<file path="src/rtl/neuron_vote_window.sv">
// neuron_vote_window: counts spike samples over fixed windows and publishes a count plus a hysteresis decision
module neuron_vote_window #(
  parameter int WINDOW  = 16,
  parameter int HIGH_TH = 12,
  parameter int LOW_TH  = 4,
  localparam int CNT_W  = $clog2(WINDOW + 1)
) (
  input  logic             clk,
  input  logic             rst,
  input  logic             en,
  input  logic             y_in,
  input  logic             clear,
  input  logic             res_ready,
  output logic [CNT_W-1:0] res_count,
  output logic             res_valid,
  output logic             dec,
  output logic             overrun,
  output logic             busy,
  output logic [CNT_W-1:0] phase
);
  typedef enum logic {IDLE, ACC} state_t;
  state_t state_q, state_d;
  logic [CNT_W-1:0] acc_q, acc_d, phase_q, phase_d, res_count_q, res_count_d, fin;
  logic res_valid_q, res_valid_d, dec_q, dec_d, overrun_q, overrun_d, commit, load;
  // next-state: clear beats en; commit closes a window and either publishes or drops the count
  always_comb begin
    fin = acc_q + CNT_W'(y_in);
    commit = en && !clear && state_q == ACC && phase_q == CNT_W'(WINDOW - 1);
    load = commit && (!res_valid_q || res_ready);
    state_d = clear ? IDLE : en ? ACC : state_q;
    acc_d = clear ? '0 : !en ? acc_q : commit ? '0 : fin;
    phase_d = clear ? '0 : !en ? phase_q : commit ? '0 : phase_q + 1'b1;
    res_count_d = load ? fin : res_count_q;
    res_valid_d = load ? 1'b1 : res_ready ? 1'b0 : res_valid_q;
    overrun_d = clear ? 1'b0 : (commit && res_valid_q && !res_ready) ? 1'b1 : overrun_q;
    dec_d = !commit ? dec_q : fin >= CNT_W'(HIGH_TH) ? 1'b1 : fin <= CNT_W'(LOW_TH) ? 1'b0 : dec_q;
  end
  // state registers with asynchronous reset
  always_ff @(posedge clk or posedge rst) begin
    if (rst) begin
      state_q <= IDLE;
      acc_q <= '0;
      phase_q <= '0;
      res_count_q <= '0;
      res_valid_q <= 1'b0;
      dec_q <= 1'b0;
      overrun_q <= 1'b0;
    end else begin
      state_q <= state_d;
      acc_q <= acc_d;
      phase_q <= phase_d;
      res_count_q <= res_count_d;
      res_valid_q <= res_valid_d;
      dec_q <= dec_d;
      overrun_q <= overrun_d;
    end
  end
  assign res_count = res_count_q;
  assign res_valid = res_valid_q;
  assign dec = dec_q;
  assign overrun = overrun_q;
  assign busy = state_q == ACC;
  assign phase = phase_q;
endmodule

</file>
<file path="config.mk">
export PLATFORM = sky130hd
export DESIGN_NAME = neuron_vote_window
export DESIGN_NICKNAME = d
export VERILOG_FILES = /design/src/rtl/neuron_vote_window.sv
export SDC_FILE = /design/constraint.sdc
export NUM_CORES = 1
export LEC_CHECK = 0
export ABC_CLOCK_PERIOD_IN_PS = 2100
export BUFFER_PORTS_ARGS = -buffer_cell sky130_fd_sc_hd__buf_2
export CAP_MARGIN = 40
export CORE_MARGIN = 5
export CORE_UTILIZATION = 40
export DETAILED_ROUTE_END_ITERATION = 6
export SLEW_MARGIN = 20
export SYNTH_ARGS = -nofsm -noshare
export SYNTH_HDL_FRONTEND = slang
export SYNTH_SLANG_ARGS = --single-unit
</file>
<file path="constraint.sdc">
create_clock -name clk -period 2.1 [get_ports clk]
set_input_delay 0.21 -clock clk [delete_from_list [all_inputs] [get_ports clk]]
set_output_delay 0.21 -clock clk [all_outputs]
set_load 0.02 [all_outputs]
</file>
# Word-level counts from Yosys, hierarchy flattened
# Index checks and enable logic that the tools add are counted.
[op_classes] n_addsub=2 n_lt_le_gt_ge=2 eq_ne=1 muxes=14 n_reduce_logical=15
[ops] op="$mux 5" n=6
[ops] op="$mux 1" n=8
[ops] op="$reduce_bool 2->1" n=4
[ops] op="$logic_and 1x1->1" n=6
[ops] op="$add 5x1->5" n=1
[ops] op="$add 5x1->5 const B" n=1
[ops] op="$eq 5x4->1 const B" n=1
[ops] op="$ge 5x4->1 const B" n=1
[ops] op="$le 5x3->1 const B" n=1
[ops] op="$logic_not 1->1" n=3
[ops] op="$reduce_and 2->1" n=1
[ops] op="$logic_or 1x1->1" n=1
[word_totals] register_bits=19 inputBits=6 out_inout_bits=14

# Logic depth before layout (Yosys ltp)
# Gate-level depths: netlist of run 1.
[depth] ltp_word=8 mapped_depth=6 mapped_depth_nobuf=6

# Least setup slack after synthesis of run 1
# Ideal clock, no wire load.
[synth_timing] kind="flip-flop to flip-flop" start="register phase_q[0], in the netlist phase[0]" end="register res_count_q[0], in the netlist res_count[0]" setup_ns=0.125 t_arrival_ns=1.877 required_time_ns=1.975 setup_slack_ns=0.098 path_stages_with_launch=6 path_buffers=0 period_less_slack_ns=2.002 path_cell_list="dfrtp_1 > ha_1 > nand4_4 > or4b_4 > nor2_4 > mux2_2"
[synth_between] elab_chain_len=3
[synth_rtl] element="from (decl)" line="23" text="logic [CNT_W-1:0] acc_q, acc_d, phase_q, phase_d, res_count_q, res_count_d, fin;"
[synth_rtl] element="from (signal assigned)" line="51" text="phase_q <= phase_d;"
[synth_rtl] element="$eq 5x4->1" line="28" text="commit = en && !clear && state_q == ACC && phase_q == CNT_W'(WINDOW - 1);"
[synth_rtl] element="$logic_and 1x1->1" line="28"
[synth_rtl] element="$logic_and 1x1->1" line="29" text="load = commit && (!res_valid_q || res_ready);"
[synth_rtl] element="to (signal assigned)" line="52" text="res_count_q <= res_count_d;"
[synth_rtl] element="to (decl)" line="23"
# Every way passes these cells.
# A chain may end at the register's enable or synchronous reset.

# Final worst setup path of run 1
# Ends and elaborated chain as after synthesis.

==> qor.yml, run 1 <==
run_status:
  outcome: "completed"
drt:
  routed_via_density: 5.144
  drc_errors: 0
  wl_um: 1973
  wire_per_inst_um: 13.51
  first_iter_violations: 9
  wl_met3_um: 102
  drtPass1Iterations: 4
  wl_met2_um: 998
  highest_layer: "met4"
  dr_total_vias: 751
  drtAntennaViolNets: 0
  wl_met1_um: 853
floorplan:
  num_rows: 18
  core_um2: 2432
  dieArea_um2: 3580
  ioPinCount: 20
  start_util_pct: 40.84
  die_w_um: 59.84
  die_height_um: 59.84
synth:
  avgSynthCellArea_um2: 10.57
  synthDistinctLibCells: 35
  ys_warn_count: 0
  syn-instance-count: 94
  synth_area_um2: 993.5
  ys_seq_area_share_pct: 47.86
  yosysTopAreaCell: "dfrtp_1"
  async_flop_share_pct: 100.0
  synthTopCellsByArea: "dfrtp_1, mux2_2, nor2_1"
  synthFlopType: "dfrtp_1"
  synthesis.nets: 103
  synth_top_area_share_pct: 47.86
  ys_ff_latch: 19
  synthMostInstantiatedCell: "dfrtp_1"
  synthTopCellsByCount: "dfrtp_1, nor2_1, nand3_1"
  synth-edff-count: 0
global_route:
  grt_pass1_wl_um: 3401
  grt_max_degree: 20
  grtUsageTotal_pct: 12.66
  antenna_found_initial: 0
  grt-ovfl-total: 0
  grt_pass1_vias: 759
clock_tree:
  cts_setup_buffers: 0
  clock_latency_ns: 0.30
  cts.clk_slew.worst_paths_ns: 0.11
  numClockSinks: 19
  h-tree-depth: 1
  cts_tree: "done"
  cts_buffers: 3
  cts_buffer_depth: 2
  cts_hold_buf: 0
  root_buffer: "clkbuf_4"
  ctsResizeCount: 0
worst_setup_path:
  critPathMaxFanout: 6
  crit_type: "flip-flop to flip-flop"
  cp-start-kind: "flip-flop"
  cp_data_arrival_time_ns: 2.18
  r2r_slack_ns: 0.10
  timing.critical_path.buf_inv: 0
  cp_top_family: "simple AND/OR/NAND/NOR gates"
  end_kind: "flip-flop"
  cpPeakStageDelay_ns: 0.56
  cp_data_required_time_ns: 2.29
  cp_cell_sequence: "ha_1, nand4_4, or4b_4, nor2_4, mux2_2"
  cp_slowest_cell: "or4b_4"
sta:
  slew_viol_final: 0
  setup_ws_ns: 0.1038
  finalHoldViolCount: 0
  setup_viol: 0
  clock-skew-final_ns: 0.008441
  slew_headroom_pct: 52.05
  fin_worst_hold_slack_ns: 0.007919
  tightest_slew_ns: 0.7184
  fmax_mhz: 500.9
  period_needed_ns: 1.996
  tns_ns: 0
  rsz0062_at_grt: "no"
  fin_crit_sh_pct: 95.06
placed_design:
  port_buffers: 19
  finalWeightedCongestion: 0.8114
  place_ws_ns: 0.1163
  dp.final_hpwl_um: 1480
hold_path:
  hold_path.class: "input pin to async pin"
layout:
  fin_nets: 126
  fin_util_pct: 47.07
  syn_to_final_growth_pct: 15.24
  drive_above_1_share_pct: 28.45
  num_antenna_cells: 0
pwr:
  leakagePower_nw: 0.5837
  cellPowerDensity_nw_per_um2: 545.0
  max-vdd-ir-drop_mv: 0.2942
run:
  cap_violations: 0
[registers in the layout, indices dropped and copies added, names as in the netlist]
signal and count:
acc_q 5, busy 1, overrun 1, phase 5, dec 1, res_count 5
res_valid 1
[final timing paths]
kind	start	endpoint	cells after the start
max in group asynchronous	rst	overrun	2
worst min register to register	dec	dec	2
min in group clk	res_ready	overrun	4
worst max register to register	phase[0]	res_count[0]	5
worst min-delay path	rst	res_count[1]	2
worst max-delay path	phase[0]	res_count[0]	5
[per-layer routing]
metal | track usage, % | vias up
met5 | 0 | -
met4 | 5.696 | 0
met3 | 2.808 | 2
met2 | 20.99 | 14
met1 | 15.55 | 362
li1 | - | 373
[cells by family after synthesis]
family                   count (synthesis)  synth area share [%]
AO/OA/AOI/OAI                           16                 10.83
multiplexers                             5                 5.541
buffers and inverters                    7                 4.156
flip-flops                              19                 47.86
adder cells (fa/ha/maj)                  3                 3.779
XOR/XNOR                                 4                 3.527
AND/OR/NAND/NOR                         40                 24.31
[stage by stage]
stage / instance area, µm² / cells / power (mW)
after floorplan: 993.5 / 94 / 0.4238
after global placement: 1119 / 142 / 0.4437
after detailed placement: 1119 / 142 / 0.4441
after CTS: 1145 / 146 / 0.6312
after global routing: 1145 / 146 / 0.6595
final: 1145 / 146 / 0.6239
[placed cells by master (no fill, tap or decap), drive strengths merged, types with 3 or more instances in the layout]
cell	instances
buf	22
dfrtp	19
nor2	13
nand3	6
nor2b	5
a21oi	5
mux2	4
clkbuf	4
xnor2	3
inv	3
ha	3
[layout make-up]
class,instances,area (µm²)
timing repair buffer,22,117.6
inverter,3,11.26
fill,244,1287
clock buffer,4,26.28
sequential,19,475.5
tap,30,37.54
multi-input combinational,68,476.7
[report_power, final]
part	switching [mW]	internal (mW)	leakage, nW	total (mW)
logic	0.0354	0.0220	0.312	0.0574
clock network	0.115	0.0739	0.0150	0.188
registers	0.00631	0.372	0.257	0.378
total	0.156	0.468	0.584	0.624
No activity file was read; power rests on OpenSTA's default activity.
==> run 2: changes to the inputs <==
--- a/config.mk
+++ b/config.mk
@@ -5,7 +5,7 @@
 export SDC_FILE = /design/constraint.sdc
 export NUM_CORES = 1
 export LEC_CHECK = 0
-export ABC_CLOCK_PERIOD_IN_PS = 2100
+export ABC_CLOCK_PERIOD_IN_PS = 1700
 export BUFFER_PORTS_ARGS = -buffer_cell sky130_fd_sc_hd__buf_2
 export CAP_MARGIN = 40
 export CORE_MARGIN = 5
==> constraint.sdc (replaced) <==
create_clock -name clk -period 1.7 [get_ports clk]
set_input_delay 0.17 -clock clk [delete_from_list [all_inputs] [get_ports clk]]
set_output_delay 0.17 -clock clk [all_outputs]
set_load 0.02 [all_outputs]
==> qor.yml, run 2 (synthesized netlist as in run 1, its figures left out) <==
run_status:
  outcome: "finished, violations left"  # was completed
  violations: "setup timing"
placed_design:
  port_buffers: 19  # unchanged
  dpl_cell_area_um2: 1201  # was 1119 µm²
  dp.final_hpwl_um: 1588  # was 1480 µm
  place_ws_ns: -0.1164  # was 0.1163 ns
  finalWeightedCongestion: 0.8029  # was 0.8114
  dpl.cell_count: 151  # was 142
global_route:
  grt_pass1_vias: 810  # was 759
  antenna_found_initial: 0  # unchanged
  grtUsageTotal_pct: 13.96  # was 12.66%
  grt_pass1_wl_um: 3753  # was 3401 µm
  grt-ovfl-total: 0  # unchanged
  grt_max_degree: 19  # was 20
drt:
  wire_per_inst_um: 14.37  # was 13.51 µm
  wl_um: 2241  # was 1973 µm
  routed_via_density: 5.128  # was 5.144
  drtPass1Iterations: 4  # unchanged
  drtAntennaViolNets: 0  # unchanged
  drc_errors: 0  # unchanged
  first_iter_violations: 20  # was 9
  dr_total_vias: 800  # was 751
clock_tree:
  clock_latency_ns: 0.29  # was 0.30 ns
  cts_tree: "done"  # unchanged
  cts_setup_buffers: 0  # unchanged
  cts_buffer_depth: 2  # unchanged
  root_buffer: "clkbuf_4"  # unchanged
  cts_buffers: 3  # unchanged
  h-tree-depth: 1  # unchanged
  numClockSinks: 19  # unchanged
  cts.clk_slew.worst_paths_ns: 0.10  # was 0.11 ns
floorplan:
  core_um2: 2432  # unchanged
  dieArea_um2: 3580  # unchanged
  num_rows: 18  # unchanged
  ioPinCount: 20  # unchanged
  die_height_um: 59.84  # unchanged
  die_w_um: 59.84  # unchanged
  start_util_pct: 40.84  # unchanged
sta:
  setup_ws_ns: -0.1279  # was 0.1038 ns
  setup_viol: 7  # was 0
  finalHoldViolCount: 0  # unchanged
  fin_crit_sh_pct: 107.5  # was 95.06%
  clock-skew-final_ns: 0.002570  # was 0.008441 ns
  slew_viol_final: 0  # unchanged
  fmax_mhz: 547.1  # was 500.9 MHz
  period_needed_ns: 1.828  # was 1.996 ns
  slew_headroom_pct: 72.55  # was 52.05%
  rsz0062_at_grt: "yes"  # was no
  fin_worst_hold_slack_ns: 0.2688  # was 0.007919 ns
  tightest_slew_ns: 0.4113  # was 0.7184 ns
layout:
  fin_cells: 156  # was 146
  fin_util_pct: 52.21  # was 47.07%
  layout_commonest_cell: "buf_2"
  syn_to_final_growth_pct: 27.83  # was 15.24%
  final_area_um2: 1270  # was 1145 µm²
  layout_common_cells: "buf_2, dfrtp_1, nor2_1, buf_4, nand3_1"  # was dfrtp_1, buf_2, nor2_1
  num_antenna_cells: 0  # unchanged
  fin_nets: 136  # was 126
  drive_above_1_share_pct: 40.48  # was 28.45%
worst_setup_path:
  cp_data_required_time_ns: 1.89  # was 2.29 ns
  critPathMaxFanout: 5  # was 6
  cp-start-kind: "flip-flop"  # unchanged
  end_kind: "flip-flop"  # unchanged
  crit_type: "flip-flop to flip-flop"  # unchanged
  cp_data_arrival_time_ns: 2.01  # was 2.18 ns
pwr:
  leakagePower_nw: 0.6313  # was 0.5837 nW
  pwr-share-comb_pct: 11.6  # was 9.2%
  power_frac_seq_pct: 59.9  # was 60.6%
  intPower_uw: 589.8  # was 467.8 µW
  switching_share_pct: 24.37  # was 25.03%
  pwr-share-clk_pct: 28.5  # was 30.2%
  max-vdd-ir-drop_mv: 0.3900  # was 0.2942 mV
  cellPowerDensity_nw_per_um2: 614.1  # was 545.0 nW/µm²
  p_sw_uw: 190.1  # was 156.2 µW
run:
  cap_violations: 0  # unchanged
hold_path:
  hold_path.class: "input pin to flip-flop"  # was input pin to async pin
## run 2: metrics by stage
| step | total power, mW | TNS, ns |
|---|---|---|
| 4_1_cts | 0.7860 | -0.5832 |
| 2_1_floorplan | 0.5268 | -0.8622 |
| 5_1_grt | 0.8233 | -1.268 |
| 6_report | 0.7799 | -0.5755 |
| 3_5_place_dp | 0.5597 | -0.5204 |
| 3_3_place_gp | 0.5593 | -0.3490 |
## run 2: layout make-up
class,count,area (µm²)
clock buffers,4,26.28
fillers,226,1162
inverters,3,11.26
multi-input cells,68,521.8
flip-flops and latches,19,478.0
well taps,30,37.54
repair buffers,32,195.2
## run 2: power by group through the flow
stage	logic [mW]	registers [mW]	clock network, mW
floorplan	0.0438	0.483	0
global placement	0.0833	0.476	0
finish	0.0906	0.467	0.222
CTS	0.0860	0.467	0.233
detailed placement	0.0838	0.476	0
global route	0.101	0.468	0.254
## run 2: final timing paths
kind | end | cells past startpoint | slack, ns | start
worst max-delay path | res_count[4] | 5 | -0.13 | phase[0]
worst min-delay path | overrun | 4 | 0.27 | res_ready
worst max register to register | res_count[4] | 5 | -0.13 | phase[0]
worst min register to register | overrun | 2 | 0.52 | overrun
max in group asynchronous | phase[1] | 4 | 0.81 | rst
min in group asynchronous | res_count[1] | 3 | 0.39 | rst
## run 2: timing repair
item,CTS,global route
endpoints found under the setup margin,7,13
resized for setup,1,5
pin swaps,0,1
hold endpoints to repair,9,0
hold buffers,1,0
## run 2: routing by layer
metal	GRT usage, %	vias up	routed length [µm]
met3	4.104	4	95
met4	4.747	0	28
met1	19.60	384	992
met2	20.37	16	1124
li1	-	396	-
met5	0	-	0
## run 2: worst max-delay path, cell delays in order (launching register included)
cell and delay (ns):
dfrtp_2 0.40, ha_4 0.15, nand4_4 0.09, or4b_4 0.53, nor2_4 0.19, mux2_2 0.36
==> run 3: changes to the inputs <==
--- a/config.mk
+++ b/config.mk
@@ -5,12 +5,13 @@
 export SDC_FILE = /design/constraint.sdc
 export NUM_CORES = 1
 export LEC_CHECK = 0
-export ABC_CLOCK_PERIOD_IN_PS = 1700
+export ABC_CLOCK_PERIOD_IN_PS = 1550
 export BUFFER_PORTS_ARGS = -buffer_cell sky130_fd_sc_hd__buf_2
 export CAP_MARGIN = 40
 export CORE_MARGIN = 5
 export CORE_UTILIZATION = 40
 export DETAILED_ROUTE_END_ITERATION = 6
+export PLACE_DENSITY = 0.66
 export SLEW_MARGIN = 20
 export SYNTH_ARGS = -nofsm -noshare
 export SYNTH_HDL_FRONTEND = slang
==> constraint.sdc (replaced) <==
create_clock -name clk -period 1.55 [get_ports clk]
set_input_delay 0.155 -clock clk [delete_from_list [all_inputs] [get_ports clk]]
set_output_delay 0.155 -clock clk [all_outputs]
set_load 0.02 [all_outputs]
==> qor.yml, run 3 (synthesized netlist as in run 1, its figures left out) <==
layout:
  fin_util_pct: 55.14  # was 52.21%
  fill_cells: 216  # was 226
  multiInputGateArea_um2: 531.8  # was 521.8 µm²
  fin_nets: 143  # was 136
  drive_above_1_share_pct: 45.11  # was 40.48%
  syn_to_final_growth_pct: 35.01  # was 27.83%
  layout_commonest_cell: "buf_2"  # unchanged
  fin_cells: 163  # was 156
  num_antenna_cells: 0  # unchanged
  layout_common_cells: "buf_2, dfrtp_1, buf_4"  # was buf_2, dfrtp_1, nor2_1, buf_4, nand3_1
  seq_area_um2: 478.0  # unchanged
worst_setup_path:
  end_kind: "flip-flop"  # unchanged
  cp-start-kind: "flip-flop"  # unchanged
  crit_type: "flip-flop to flip-flop"  # unchanged
  cp_data_required_time_ns: 1.74  # was 1.89 ns
  critPathMaxFanout: 5  # unchanged
  cp_data_arrival_time_ns: 2.02  # was 2.01 ns
run:
  cap_violations: 0  # unchanged
floorplan:
  core_um2: 2432  # unchanged
  dieArea_um2: 3580  # unchanged
  die_height_um: 59.84  # unchanged
  ioPinCount: 20  # unchanged
  die_w_um: 59.84  # unchanged
  num_rows: 18  # unchanged
  start_util_pct: 40.84  # unchanged
run_status:
  violations: "setup timing"  # unchanged
  outcome: "finished, violations left"  # unchanged
placed_design:
  finalWeightedCongestion: 0.7185  # was 0.8029
  port_buffers: 19  # unchanged
  dpl.cell_count: 155  # was 151
  place_ws_ns: -0.2448  # was -0.1164 ns
  dp.final_hpwl_um: 1598  # was 1588 µm
global_route:
  grt_max_degree: 19  # unchanged
  grt-ovfl-total: 0  # unchanged
  grt_pass1_vias: 815  # was 810
  grt_pass1_wl_um: 3677  # was 3753 µm
  grtUsageTotal_pct: 13.60  # was 13.96%
  antenna_found_initial: 0  # unchanged
drt:
  wire_per_inst_um: 13.40  # was 14.37 µm
  drtAntennaViolNets: 0  # unchanged
  first_iter_violations: 14  # was 20
  routed_via_density: 5.006  # was 5.128
  wl_um: 2185  # was 2241 µm
  drtPass1Iterations: 5  # was 4
  dr_total_vias: 816  # was 800
  drc_errors: 0  # unchanged
clock_tree:
  root_buffer: "clkbuf_4"  # unchanged
  clock_latency_ns: 0.29  # about the same
  h-tree-depth: 1  # unchanged
  cts_tree: "done"  # unchanged
  cts.clk_slew.worst_paths_ns: 0.11  # was 0.10 ns
  numClockSinks: 19  # unchanged
  cts_buffer_depth: 2  # unchanged
  cts_buffers: 3  # unchanged
pwr:
  max-vdd-ir-drop_mv: 0.4187  # was 0.3900 mV
  leakagePower_nw: 0.6804  # was 0.6313 nW
  p_total_uw: 866.8  # was 779.9 µW
  cellPowerDensity_nw_per_um2: 646.3  # was 614.1 nW/µm²
sta:
  finalHoldViolCount: 0  # unchanged
  slew_headroom_pct: 68.92  # was 72.55%
  rsz0062_at_grt: "yes"  # unchanged
  fin_crit_sh_pct: 118.2  # was 107.5%
  setup_viol: 16  # was 7
  period_needed_ns: 1.832  # was 1.828 ns
  setup_ws_ns: -0.2819  # was -0.1279 ns
  fmax_mhz: 545.9  # was 547.1 MHz
  tightest_slew_ns: 0.4656  # was 0.4113 ns
  clock-skew-final_ns: 0.001727  # was 0.002570 ns
  slew_viol_final: 0  # unchanged
hold_path:
  hold_path.class: "input pin to flip-flop"  # unchanged
run 3: through the flow:
step                cell area (µm²)  hold slack [ns]  setup TNS, ns
global route                   1341           0.2458         -3.802
detailed placement             1245           0.1941         -2.031
global placement               1245           0.1980         -1.667
finish                         1341           0.2405         -2.757
CTS                            1314           0.2276         -2.368
floorplan                      1022           0.1060         -2.792
run 3: power breakdown:
group | switching [mW] | internal, mW
logic | 0.0579 | 0.0474
clock network | 0.154 | 0.0960
registers | 0.00682 | 0.504
run 3: area by class of cell:
cell class,instances,share of cell area [%]
multi-input cells,68,39.65
flip-flops and latches,19,35.63
repair buffers,39,19.03
well taps,30,2.798
clock buffers,3,1.679
inverters,3,0.8395
clock inverters,1,0.3731
run 3: critical path: stages (launching register included):
cell and delay, ns:
dfrtp_2 0.40, ha_4 0.15, nand4_4 0.09, or4b_4 0.54, nor2_4 0.18, mux2_2 0.36
run 3: worst paths after layout:
check / start / end / slack, ns / cells past startpoint
max: phase[0] / res_count[0] / -0.28 / 5
min: res_ready / overrun / 0.24 / 4
max reg2reg: phase[0] / res_count[0] / -0.28 / 5
min reg2reg: dec / dec / 0.51 / 2
max in group asynchronous: rst / acc_q[4] / 0.67 / 4
min in group asynchronous: rst / acc_q[0] / 0.39 / 3
run 3: per-layer routing:
metal  track usage, %  vias to the layer above  wire, µm
li1                 -                      411         -
met1            19.44                      388      1059
met2            20.22                       13      1022
met3            2.160                        4        73
met4            5.696                        0        30
met5                0                        -         0
run 3: timing repair:
action / in CTS / in global routing
setup endpoints to repair: 15 / 15
buffers inserted: 1 / 3
gates resized for setup: 4 / 4
hold endpoints to repair: 11 / 0
pin swaps: 1 / 3
hold buffers: 1 / 0
